File: src/rtl/pipeline_control.sv
// Stall/flush sequencer for a 5-stage in-order pipeline: Mealy control of the
// stage register enables and bubble loads, plus mul/div timeout and statistics.
module pipeline_control #(
  parameter int unsigned MULDIV_TIMEOUT = 40
) (
  input  logic        clk,
  input  logic        reset,
  input  logic        load_use_stall,
  input  logic        branch_taken,
  input  logic        imem_ready,
  input  logic        dmem_req,
  input  logic        dmem_ready,
  input  logic        muldiv_start,
  input  logic        muldiv_done,
  input  logic        halt_req,
  input  logic        resume,
  output logic        pc_en,
  output logic        if_id_en,
  output logic        id_ex_en,
  output logic        ex_mem_en,
  output logic        mem_wb_en,
  output logic        if_id_flush,
  output logic        id_ex_flush,
  output logic        ex_mem_flush,
  output logic        mem_wb_flush,
  output logic        halted,
  output logic        muldiv_err,
  output logic [31:0] stall_count,
  output logic [31:0] flush_count
);

  localparam int unsigned WAIT_W = $clog2(MULDIV_TIMEOUT + 1);
  localparam logic [WAIT_W-1:0] WAIT_LIMIT = WAIT_W'(MULDIV_TIMEOUT);

  typedef enum logic [1:0] {
    S_RUN,
    S_MEM_WAIT,
    S_MULDIV_WAIT,
    S_HALTED
  } state_e;

  state_e              state_q, state_d;
  logic                err_q, err_d;
  logic [WAIT_W-1:0]   wait_q, wait_d;
  logic [31:0]         stall_q, flush_q;

  // en_c = {pc, if_id, id_ex, ex_mem, mem_wb}; fl_c = {if_id, id_ex, ex_mem, mem_wb}
  logic [4:0]          en_c;
  logic [3:0]          fl_c;
  logic                eval_c, skip_p2_c, skip_p3_c, p4_c;

  function automatic logic [31:0] sat_inc(input logic [31:0] v);
    return (v == 32'hFFFF_FFFF) ? v : v + 32'd1;
  endfunction

  always_comb begin
    en_c      = 5'b11111;
    fl_c      = 4'b0000;
    state_d   = state_q;
    err_d     = err_q;
    wait_d    = wait_q;
    eval_c    = 1'b0;
    skip_p2_c = 1'b0;
    skip_p3_c = 1'b0;
    p4_c      = 1'b0;

    case (state_q)
      S_RUN: eval_c = 1'b1;
      S_MEM_WAIT: begin
        if (!dmem_ready) begin
          en_c = 5'b00001;
          fl_c = 4'b0001;
        end else begin
          eval_c    = 1'b1;
          skip_p2_c = 1'b1;
        end
      end
      S_MULDIV_WAIT: begin
        if (!muldiv_done) begin
          en_c   = 5'b00011;
          fl_c   = 4'b0010;
          wait_d = wait_q + WAIT_W'(1);
          if (wait_d >= WAIT_LIMIT) begin
            state_d = S_HALTED;
            err_d   = 1'b1;
          end
        end else begin
          eval_c    = 1'b1;
          skip_p2_c = 1'b1;
          skip_p3_c = 1'b1;
        end
      end
      default: begin
        en_c = 5'b00000;
        if (resume) begin
          state_d = S_RUN;
          err_d   = 1'b0;
        end
      end
    endcase

    // Shared RUN priority chain, also used on MEM/MULDIV completion cycles
    if (eval_c) begin
      state_d = S_RUN;
      if (halt_req) begin
        en_c    = 5'b00000;
        state_d = S_HALTED;
      end else if (!skip_p2_c && dmem_req && !dmem_ready) begin
        en_c    = 5'b00001;
        fl_c    = 4'b0001;
        state_d = S_MEM_WAIT;
      end else if (!skip_p3_c && muldiv_start) begin
        en_c    = 5'b00011;
        fl_c    = 4'b0010;
        wait_d  = '0;
        state_d = S_MULDIV_WAIT;
      end else if (branch_taken) begin
        fl_c = 4'b1100;
        p4_c = 1'b1;
      end else if (load_use_stall) begin
        en_c = 5'b00111;
        fl_c = 4'b0100;
      end else if (!imem_ready) begin
        en_c = 5'b01111;
        fl_c = 4'b1000;
      end
    end
  end

  // Reset forces every stage register to a bubble regardless of state
  always_comb begin
    if (reset) begin
      {pc_en, if_id_en, id_ex_en, ex_mem_en, mem_wb_en}     = 5'b00000;
      {if_id_flush, id_ex_flush, ex_mem_flush, mem_wb_flush} = 4'b1111;
      halted = 1'b0;
    end else begin
      {pc_en, if_id_en, id_ex_en, ex_mem_en, mem_wb_en}     = en_c;
      {if_id_flush, id_ex_flush, ex_mem_flush, mem_wb_flush} = fl_c;
      halted = (state_q == S_HALTED);
    end
  end

  always_ff @(posedge clk) begin
    if (reset) begin
      state_q <= S_RUN;
      err_q   <= 1'b0;
      wait_q  <= '0;
      stall_q <= 32'd0;
      flush_q <= 32'd0;
    end else begin
      state_q <= state_d;
      err_q   <= err_d;
      wait_q  <= wait_d;
      if (!en_c[4] && state_q != S_HALTED) stall_q <= sat_inc(stall_q);
      if (p4_c) flush_q <= sat_inc(flush_q);
    end
  end

  assign muldiv_err  = err_q;
  assign stall_count = stall_q;
  assign flush_count = flush_q;

endmodule

File: config.mk
export PLATFORM = sky130hd
export DESIGN_NAME = pipeline_control
export DESIGN_NICKNAME = d
export VERILOG_FILES = /design/src/rtl/pipeline_control.sv
export SDC_FILE = /design/constraint.sdc
export NUM_CORES = 1
export LEC_CHECK = 0
export ABC_AREA = 1
export BUFFER_PORTS_ARGS = -buffer_cell sky130_fd_sc_hd__buf_2
export CORE_MARGIN = 1.5
export CORE_UTILIZATION = 57
export DETAILED_ROUTE_END_ITERATION = 16
export PLACE_DENSITY = 0.78
export SLEW_MARGIN = 10
export SYNTH_ARGS = -nofsm -noshare
export SYNTH_HDL_FRONTEND = slang
export SYNTH_SLANG_ARGS = --single-unit
export TNS_END_PERCENT = 1
File: constraint.sdc
create_clock -name clk -period 2.5 [get_ports clk]
set_clock_uncertainty 0.2 [all_clocks]
set_input_delay 0.125 -clock clk [delete_from_list [all_inputs] [get_ports clk]]
set_output_delay 0.125 -clock clk [all_outputs]
set_load 0.005 [all_outputs]
# Yosys cells after proc, flatten, opt, wreduce, memory -nomap -nowiden
# Cells that the tools add are included.
# Widths: inputs -> output; s select.
# classes
muxes,58
order_cmp,1
reduce_logical,16
n_addsub,3
bitwise,3
eq_ne,11
# op_table
operator,n
$add 32x1->32 const B,2
$eq 32x32->1 const B,2
$mux 5,9
$mux 6,6
$mux 4,7
$mux 1,22
$mux 2,8
$pmux 5 s3,1
$pmux 2 s2,2
$reduce_and 4->1,2
$add 6x1->6 const B,1
$ge 6x6->1 const B,1
$ne 2x2->1 const B,3
$ne 3x3->1 const B,2
$eq 2x2->1 const B,2
$logic_and 1x1->1,4
$logic_not 1->1,4
$pmux 1 s2,2
$reduce_and 2->1,2
$not 1->1,3
$pmux 1 s3,1
$reduce_bool 3->1,1
$eq 2x1->1 const B,1
$logic_not 2->1,1
other kinds (3),3
# word_totals
reg_bits,73
wordCells,97

# Depth between registers and ports, before layout
# logic_depth
ltp_word,12
depth_mapped,12
depth_no_buf,11

# Least setup slack after synthesis
# No wires, ideal clock.
# synth_timing
kind,flip-flop to flip-flop
start,"reg stall_q[0], in the netlist stall_count[0]"
end,"reg stall_q[25], in the netlist stall_count[25]"
arrival_time_ns,1.671
required_time_ns,2.167
period_less_slack_ns,2.005
stages_incl_launch_ff,12
path_buffers,1
slack_ns,0.495
cell_sequence,dfxtp_1 > ha_1 > nand2_2 > nor2_4 > nand2_4 > nor2_8 > nand3_4 > inv_1 > nor2_4 > buf_6 > nand2_1 > a21oi_2
# synth_via
elab_chain_len,3
# synth_rtl
item,line,rtl
start: declaration,45,"logic [31:0] stall_q, flush_q;"
start signal: assignment,154,if (!en_c[4] && state_q != S_HALTED) stall_q <= sat_inc(stall_q);
"parallel branches: the longest is 3 deep, another holds $add 32x1->32",n/a,
# Parallel ways; which one is timed is not known.
# A chain may end at the register's enable or synchronous reset.

# Final worst setup path
# layout_timing
start,reg state_q[0]
end,out if_id_flush
# layout_via
elab_chain_len,9
# layout_rtl
item,line,rtl
start: declaration,42,"state_e state_q, state_d;"
start signal: assignment,151,state_q <= state_d;
$eq 2x2->1 / $eq 2x1->1 (equally long branches),67,case (state_q)
$pmux 1 s2 / $mux 1 (equally long branches),67,
$logic_not 1->1 (on tied branches),"108, 112",
$logic_and 1x1->1 (on tied branches),"108, 112",
$logic_and 1x1->1 / $mux 4 (equally long branches),"108, 112",
$mux 4,108,end else if (!skip_p2_c && dmem_req && !dmem_ready) begin
$mux 4,105,if (halt_req) begin
$mux 4 (*),103,if (eval_c) begin
$mux 1 (*),132,if (reset) begin
end: declaration,22,"output logic if_id_flush,"
# Every way passes the cells marked *; elsewhere a longest branch is shown, timed or not.

==> results.json <==
{
  "dr.pass1.iters": 5,
  "met2_length_mm": 6.14,
  "ir_drop_uv": 513,
  "hold_start": "muldiv_done",
  "grt_pass1_wl_mm": 22.8,
  "met3_length_mm": 1.06,
  "start_util": 0.582,
  "layout-drive-gt1-share": 0.173,
  "cellPowerDensity_nw_per_um2": 529,
  "yosys-top-cells-area": "dfxtp_1 (29%), nand2_1 (24%), nor2_1 (7.2%)",
  "fmax_mhz": 413,
  "total_power_mw": 3.08,
  "boundaryPins": 86,
  "syn-num-nets": 820,
  "multiInputGateArea_um2": 3190,
  "antenna_cells": 0,
  "critPathLaunchType": "flip-flop",
  "synth_seq_area_share": 0.291,
  "power_switching_mw": 1.01,
  "synth.top_cell.area_share": 0.291,
  "worst-slew-pin-transition_ps": 593,
  "hpwl_mm": 10.2,
  "nNetsFinal": 913,
  "min_to": "wait_q[5]",
  "dr.first_iter.drc_count": 325,
  "numCtsBuffers": 9,
  "critPathArrivalTime_ps": 2090,
  "grt_usage": 0.291,
  "clockBufferDepth": 2,
  "reg2reg_to": "stall_count[1]",
  "area_growth_pct": 15.7,
  "clkPwrFrac": 0.350,
  "wl_mm": 13.9,
  "power_leakage_nw": 2.42,
  "synthDistinctLibCells": 35,
  "clk_latency_ps": 360,
  "avgSynthCellArea_um2": 6.26,
  "max_cap_violations": 0,
  "ff2ff_setup_slack_ps": 150,
  "num_rows": 34,
  "met1_length_mm": 6.46,
  "crit_required_ps": 2170,
  "yosysTopAreaCell": "dfxtp_1",
  "wl_per_cell_um": 13.8,
  "status": "complete, no violations",
  "worst_hold_path_type": "primary input to flip-flop",
  "end_kind": "primary output",
  "rsz0062_at_grt": "true",
  "antenna_found_initial": 0,
  "cts-root-buf": "clkbuf_8",
  "die_area_um2": 9390,
  "min_path_cells": 4,
  "routed.top_layer": "met4",
  "core_area_um2": 8640,
  "remaining_drc_errors": 0,
  "vias": 5501,
  "seqCellArea_um2": 1460,
  "ys_seq_elements": 73,
  "cts_sinks": 73,
  "fin_util": 0.673,
  "yosysWarnings": 0,
  "yosysMostFrequentCell": "nand2_1",
  "timing.rr.start": "state_q[0]",
  "synth.top_cells.by_count": "nand2_1 (326), nor2_1 (96), dfxtp_1 (73)",
  "fin_crit_sh": 0.968,
  "vias_per_cell": 5.46,
  "fillCellCount": 806,
  "hold_buffers": 0,
  "dieHeight_um": 96.9,
  "seqPwrFrac": 0.406,
  "path_clk_slew_ps": 80,
  "hold_viol_final": 0,
  "ys.flop_type": "dfxtp_1",
  "maxSlewHeadroom": 0.605,
  "r2r_cells": 11,
  "grt_max_degree": 44,
  "p_int_mw": 2.07,
  "slew_violations": 0,
  "cts_tree": "built",
  "p_comb_frac": 0.244,
  "synth_edf_count": 0,
  "io_buffers": 85,
  "final_antenna_net_count": 0,
  "cts_max_level": 3,
  "synthCells": 802,
  "grt_pass1_vias": 4932,
  "path_max_fanout": 8,
  "criticalPathCategory": "flip-flop to primary output",
  "die_w_um": 96.9,
  "gp_congestion": 0.978,
  "netlist_area_um2": 5020,
  "swShare": 0.329,
  "setup_violations": 0,
  "synthArstFlopShare": 0,
  "finalCriticalPeriod_ps": 2420,
  "overflow": 0
}
## power by group through the flow
stage | Sequential (mW) | Combinational (mW) | Clock [mW]
after floorplan | 1.27 | 0.544 | 0
after global placement | 1.27 | 0.650 | 0
after detailed placement | 1.28 | 0.674 | 0
after CTS | 1.25 | 0.675 | 1.10
after global routing | 1.26 | 0.819 | 1.14
final | 1.25 | 0.749 | 1.08
## cell type report
| type | count | share of cell area |
|---|---|---|
| well taps | 108 | 0.0233 |
| clock buffers | 10 | 0.0237 |
| flip-flops and latches | 73 | 0.251 |
| multi-input cells | 649 | 0.549 |
| clock inverters | 6 | 0.0155 |
| repair buffers | 101 | 0.0982 |
| inverters | 61 | 0.0394 |
## registers in the layout, summed over array words and instances (netlist names)
register     count
muldiv_err       1
stall_count     32
state_q          2
wait_q           6
flush_count     32
## critical path, stage by stage (launching register included)
cell and delay [ps]:
dfxtp_1 350, inv_1 100, ha_2 240, nand2_2 100, nand3_2 80, nand2_2 110, nor2_4 230, buf_4 170
nand3_4 100, nand3_1 130, buf_2 130
## per-stage QoR
stage                     instances  instance area [um^2]  hold WS, ps  setup TNS (ps)  setup slack, ps
after floorplan                 802                  5020          110               0              495
after global placement          987                  5520          258               0              165
after detailed placement        987                  5520          269               0             28.0
after CTS                      1003                  5750        0.922               0             1.14
after global routing           1008                  5810         22.0           -75.2            -23.9
final                          1008                  5810         22.5               0             80.8
## cell usage in the layout, fill, tap and decap left out, types with 2 or more instances in the layout
cell and n:
buf_4 14, nand2_4 3, nor3_1 14, xnor2_1 12
a31oi_1 2, nand2_2 6, nor3_2 2, a211oi_1 3
nor2_1 95, ha_1 5, o21ai_0 8, bufinv_16 2
o211ai_1 2, nor2_4 7, nand3_1 20, nand4_1 18
xor2_1 21, a21oi_2 4, buf_12 2, ha_2 2
nand3_4 4, buf_2 85, nand3b_1 21, clkbuf_8 10
dfxtp_1 73, nand3_2 3, inv_2 4, nand2_1 326
inv_1 57, a21oi_1 64
## cell families after synthesis
| kind of cell | share of synthesized area |
|---|---|
| buffers and inverters | 0.0782 |
| xor gates and xnor gates | 0.0575 |
| adders and majority gates | 0.0174 |
| DFF | 0.291 |
| and+or+nand+nor | 0.461 |
| AOI/OAI and AO/OA | 0.0949 |
## worst max-delay path by stage
stage | cells after the start | to | start | slack, ps
6_report | 10 | if_id_flush | state_q[0] | 80
5_1_grt | 10 | id_ex_flush | state_q[0] | -20
4_1_cts | 11 | stall_count[14] | state_q[0] | 1
3_5_place_dp | 11 | stall_count[14] | state_q[0] | 30
3_3_place_gp | 11 | stall_count[28] | state_q[0] | 160
2_1_floorplan | 11 | stall_count[25] | stall_count[0] | 500
## routing by layer
layer,vias to the layer above,global-route usage
li1,2750,-
met1,2504,0.412
met2,224,0.453
met3,23,0.0513
met4,0,0.0881
met5,-,0
## what timing repair did
action                                  in CTS  in global routing
resized for setup                            0                  5
setup buffers                                0                  4
endpoints found under the setup margin       0                 31
No activity file was read; power rests on OpenSTA's default activity.
